--- src/rtl/fact_pkg.sv ---
// Shared definitions for the factorial controller: state encoding and the
// default operand limit. The bench imports this package as well.
package fact_pkg;

   // State encoding
   localparam logic [1:0] IDLE = 2'd0;
   localparam logic [1:0] INIT = 2'd1;
   localparam logic [1:0] LOOP = 2'd2;
   localparam logic [1:0] CAP  = 2'd3;

   // Largest n whose factorial fits in an 8-bit result (5! = 120)
   localparam int MAX_N_DEFAULT = 5;

   typedef enum logic [1:0] {
      ST_IDLE = IDLE,
      ST_INIT = INIT,
      ST_LOOP = LOOP,
      ST_CAP  = CAP
   } state_t;

endpackage : fact_pkg

--- src/rtl/fact_ctrl.sv ---
// Control unit for the factorial datapath. It accepts a request and
// range-checks the operand. It then sequences the datapath's counter and
// register controls, captures the product and pulses done. Operands above
// MAX_N finish at once with err set, so no truncated product is reported.
module fact_ctrl
   import fact_pkg::*;
#(
   parameter int SIZE  = 8,
   parameter int MAX_N = MAX_N_DEFAULT
) (
   input  logic            clk,
   input  logic            rst,
   input  logic            start,
   input  logic [SIZE-1:0] n_in,
   output logic            busy,
   output logic            done,
   output logic            err,
   output logic [SIZE-1:0] result,
   output logic [SIZE-1:0] dp_n,
   output logic            cnt_load,
   output logic            cnt_en,
   output logic            reg_sel,
   output logic            reg_load,
   input  logic            proceed,
   input  logic [SIZE-1:0] dp_result
);

   localparam logic [SIZE-1:0] MAX_N_V = SIZE'(MAX_N);

   state_t          r_state;
   logic            r_busy;
   logic            r_done;
   logic            r_err;
   logic [SIZE-1:0] r_result;
   logic [SIZE-1:0] r_n;

   logic            w_in_range;

   assign w_in_range = (n_in <= MAX_N_V);

   // FSM plus operand/result registers; done is a one-cycle pulse
   always_ff @(posedge clk) begin
      if (rst) begin
         r_state  <= ST_IDLE;
         r_busy   <= 1'b0;
         r_done   <= 1'b0;
         r_err    <= 1'b0;
         r_result <= '0;
         r_n      <= '0;
      end else begin
         r_done <= 1'b0;
         case (r_state)
            ST_IDLE: begin
               if (start) begin
                  r_n      <= n_in;
                  r_err    <= 1'b0;
                  r_result <= '0;
                  if (!w_in_range) begin
                     // Reject without touching the datapath
                     r_err  <= 1'b1;
                     r_done <= 1'b1;
                  end else begin
                     r_state <= ST_INIT;
                     r_busy  <= 1'b1;
                  end
               end
            end
            ST_INIT: begin
               r_state <= ST_LOOP;
            end
            ST_LOOP: begin
               // The cycle where proceed drops still multiplies by cnt == n
               if (!proceed) begin
                  r_state <= ST_CAP;
               end
            end
            ST_CAP: begin
               r_result <= dp_result;
               r_done   <= 1'b1;
               r_busy   <= 1'b0;
               r_state  <= ST_IDLE;
            end
            default: begin
               r_state <= ST_IDLE;
            end
         endcase
      end
   end

   // Datapath controls are decoded directly from the current state
   assign cnt_load = (r_state == ST_INIT);
   assign reg_sel  = (r_state == ST_INIT);
   assign reg_load = (r_state == ST_INIT) || (r_state == ST_LOOP);
   assign cnt_en   = (r_state == ST_LOOP) && proceed;

   assign busy   = r_busy;
   assign done   = r_done;
   assign err    = r_err;
   assign result = r_result;
   assign dp_n   = r_n;

endmodule : fact_ctrl
--- config.mk ---
export PLATFORM = sky130hd
export DESIGN_NAME = fact_ctrl
export DESIGN_NICKNAME = d
export VERILOG_FILES = /design/src/rtl/fact_pkg.sv /design/src/rtl/fact_ctrl.sv
export SDC_FILE = /design/constraint.sdc
export NUM_CORES = 1
export LEC_CHECK = 0
export CORE_AREA = 10 10 49 70
export DETAILED_ROUTE_END_ITERATION = 8
export DIE_AREA = 0 0 59 80
export HOLD_SLACK_MARGIN = 0.06
export PLACE_DENSITY = 0.8
export SLEW_MARGIN = 20
export SYNTH_ARGS = -nofsm -noshare
export SYNTH_HDL_FRONTEND = slang
export SYNTH_SLANG_ARGS = --single-unit
--- constraint.sdc ---
create_clock -name clk -period 3.5 [get_ports clk]
set_clock_uncertainty 0.15 [all_clocks]
set_input_delay 0.35 -clock clk [delete_from_list [all_inputs] [get_ports clk]]
set_output_delay 0.35 -clock clk [all_outputs]
set_load 0.01 [all_outputs]
==> impl_metrics.tcl <==
set metrics [dict create \
    async_flop_share_pct 0 \
    track_usage_pct 10.1 \
    syn_avg_cell_area_um2 8.98 \
    clk_pin_slew_worst_paths_ps 120 \
    synth.area.top_cells "dfxtp_1 (46%), nand2_1 (7.8%), a32oi_1 (7.7%)" \
    path_buf_inv 2 \
    use_met2_pct 18.1 \
    rsz0062_at_grt "no" \
    avgViaCountPerCell 5.24 \
    timing.final.crit_period_ps 2200 \
    num_vias 864 \
    nNetsFinal 167 \
    slew_viol_final 0 \
    grt_busiest_layer "met2" \
    dieWidth_um 59 \
    htreeDepth 1 \
    die_area_um2 4720 \
    hold_ws_ps 312 \
    drcViolationCount 0 \
    ctsResizeCount 0 \
    critical_path_depth 3 \
    outcome "finished clean" \
    vdd_drop_max_v 0.000251 \
    cts_setup_buffers 0 \
    ys_types 31 \
    final.fill_count 202 \
    p_leak_nw 0.520 \
    synth_top_area_share_pct 45.9 \
    drive_above_1_share_pct 4.93 \
    place_ws_ps 1480 \
    ios 43 \
    yosys.area_share.simple_pct 20.8 \
    postCtsHoldBufs 0 \
    syn_nets 126 \
    grt_max_degree 25 \
    synth.cells.most_frequent "dfxtp_1 (21), nand2_1 (19), a21oi_1 (9)" \
    seq_area_frac_synth_pct 45.9 \
    antenna_found_initial 0 \
    synth_edf_count 0 \
    synth_area_um2 916 \
    core.rowCount 21 \
    reg2reg_slack_ps 1720 \
    numCtsBuffers 3 \
    startpoint "r_state[0]" \
    worstSetupPathType "register to primary output" \
    grtUsageMet3_pct 3.98 \
    dr.pass1.iters 6 \
    cts_tree "yes" \
    synthMuxAreaShare_pct 1.09 \
    min_path_type "register to register" \
    finalHoldViolCount 0 \
    die_y_um 80 \
    startpoint_type "register" \
    crit_path_end "reg_load" \
    drt-total-wl_um 2430 \
    portBuffers 42 \
    met1_usage_pct 9.13 \
    syn_inst 102 \
    clk_latency_ps 300 \
    area_growth_pct 49.0 \
    synth_top_family_by_area "compound AO/OA/AOI/OAI gates" \
    ys_ff_latch 21 \
    drt_iter0_drc 13 \
    worst_pin_slew_ps 575 \
    maxCapViolCount 0 \
    cts_buffer_depth 2 \
    crit_path_end_kind "primary output" \
    required_ps 3000 \
    ys_warn_count 0 \
    slew_headroom_pct 60.6 \
    grt_pass1_vias 870 \
    routabilityCongestion 0.739 \
    yosysMostFrequentCell "dfxtp_1" \
    fmax_ghz 0.455 \
    path_cells "inv_1, ha_1, clkdlybuf4s50_1" \
    r2r_cells 5 \
    setup_slack_ps 1300 \
    reg2reg_from "r_state[0]" \
    hold_depth 2 \
    dp_hpwl_um 1940 \
    p_per_area_nw_per_um2 504 \
    cp_data_arrival_time_ps 1700 \
    overflow 0 \
    synth-xor-area-share_pct 0 \
    initial_core_util_pct 41.5 \
    fin_util_pct 61.8 \
    ant_nets 0 \
    synth_compound_area_share_pct 21.0 \
    grt_pass1_wl_um 3830 \
    finalCritPeriodShare_pct 62.8 \
    cpPeakStageDelay_ps 560 \
    ys.flop_type "dfxtp_1" \
    coreArea_um2 2210 \
    post-synth-top-area-cell "dfxtp_1" \
    setup_violations 0 \
    cp_slowest_cell "clkdlybuf4s50_1" \
    cp_max_fo 4 \
    tns_ps 0 \
    synth_fa_ha_area_share_pct 5.46 \
    crit_family "buffers and inverters" \
    diodes 0 \
    clock-root-buffer "clkbuf_4" \
    r2r_end "result[3]" \
    cts.sinks 21 \
    routedWlPerCell_um 14.7 \
]
[layer usage]
metal,routed length (um),vias to the layer above,part of all wire [%]
met4,46,0,1.9
met1,891,386,37
li1,-,445,-
met2,1290,28,53
met3,201,5,8.3
met5,0,-,0
[sequential cells by signal, indices dropped and copies added (netlist names)]
register / cells
busy: 1
dp_n: 8
result: 8
r_state: 2
err: 1
done: 1
[cell families (layout without fill, tap and decap cells)]
group / Yosys count / after routing
and+or+nand+nor: 38 / 38
AOI/OAI and AO/OA: 26 / 26
DFF: 21 / 21
buffers and inverters: 12 / 52
adders and majority gates: 4 / 4
muxes: 1 / 1
[cells in the final DEF (no fill, tap or decap), drive strengths merged]
cell type      netlist  routed
a32oi                8       8
nand4                1       1
dfxtp               21      21
nor4b                1       1
o211ai               1       1
a311oi               1       1
a31oi                1       1
and4                 1       1
nor2b                2       2
nor3                 1       1
a21oi                9       9
nand2b               1       1
clkbuf               2       4
nor3b                1       1
a2111o               1       1
clkdlybuf4s50        0      42
nand2               20      20
and3                 1       1
a21o                 1       1
ha                   4       4
inv                  5       5
mux2i                1       1
o22ai                1       1
and2                 1       1
a211oi               2       2
nor2                 8       8
a311o                1       1
buf                  5       1
[worst min-delay path by stage]
stage	start	end	slack, ps
2_1_floorplan	dp_n[0]	dp_n[0]	330
5_1_grt	dp_n[0]	dp_n[0]	340
3_3_place_gp	dp_n[4]	dp_n[4]	290
6_report	dp_n[1]	dp_n[1]	310
4_1_cts	dp_n[1]	dp_n[1]	310
3_5_place_dp	dp_n[1]	dp_n[1]	300
[metrics by stage]
stage                     area (um2)  power, mW  std cells
after floorplan                  916      0.456        102
after global placement          1340      0.578        161
after detailed placement        1340      0.582        161
after CTS                       1370      0.698        165
after global routing            1370      0.733        165
final                           1370      0.688        165
[where the power goes]
part | leakage [nW] | internal (mW) | switching [mW]
registers | 0.171 | 0.271 | 0.0190
clock network | 0.0150 | 0.0445 | 0.0725
logic | 0.334 | 0.143 | 0.138
[worst register-to-register path, stage by stage (launching register included)]
cell and delay [ps]:
dfxtp_1 360, inv_1 110, ha_1 330, mux2i_1 560, a32oi_1 110, nor2_1 110
[area by class of cell]
cell class / instances / area [um2] / share of cell area, %
clock buffer: 4 / 26.3 / 1.92
inverter: 5 / 18.8 / 1.37
multi-input combinational: 69 / 443 / 32.4
sequential: 21 / 420 / 30.8
tap: 23 / 28.8 / 2.11
timing repair buffer: 43 / 428 / 31.3
No activity file was read; power rests on OpenSTA's default activity.
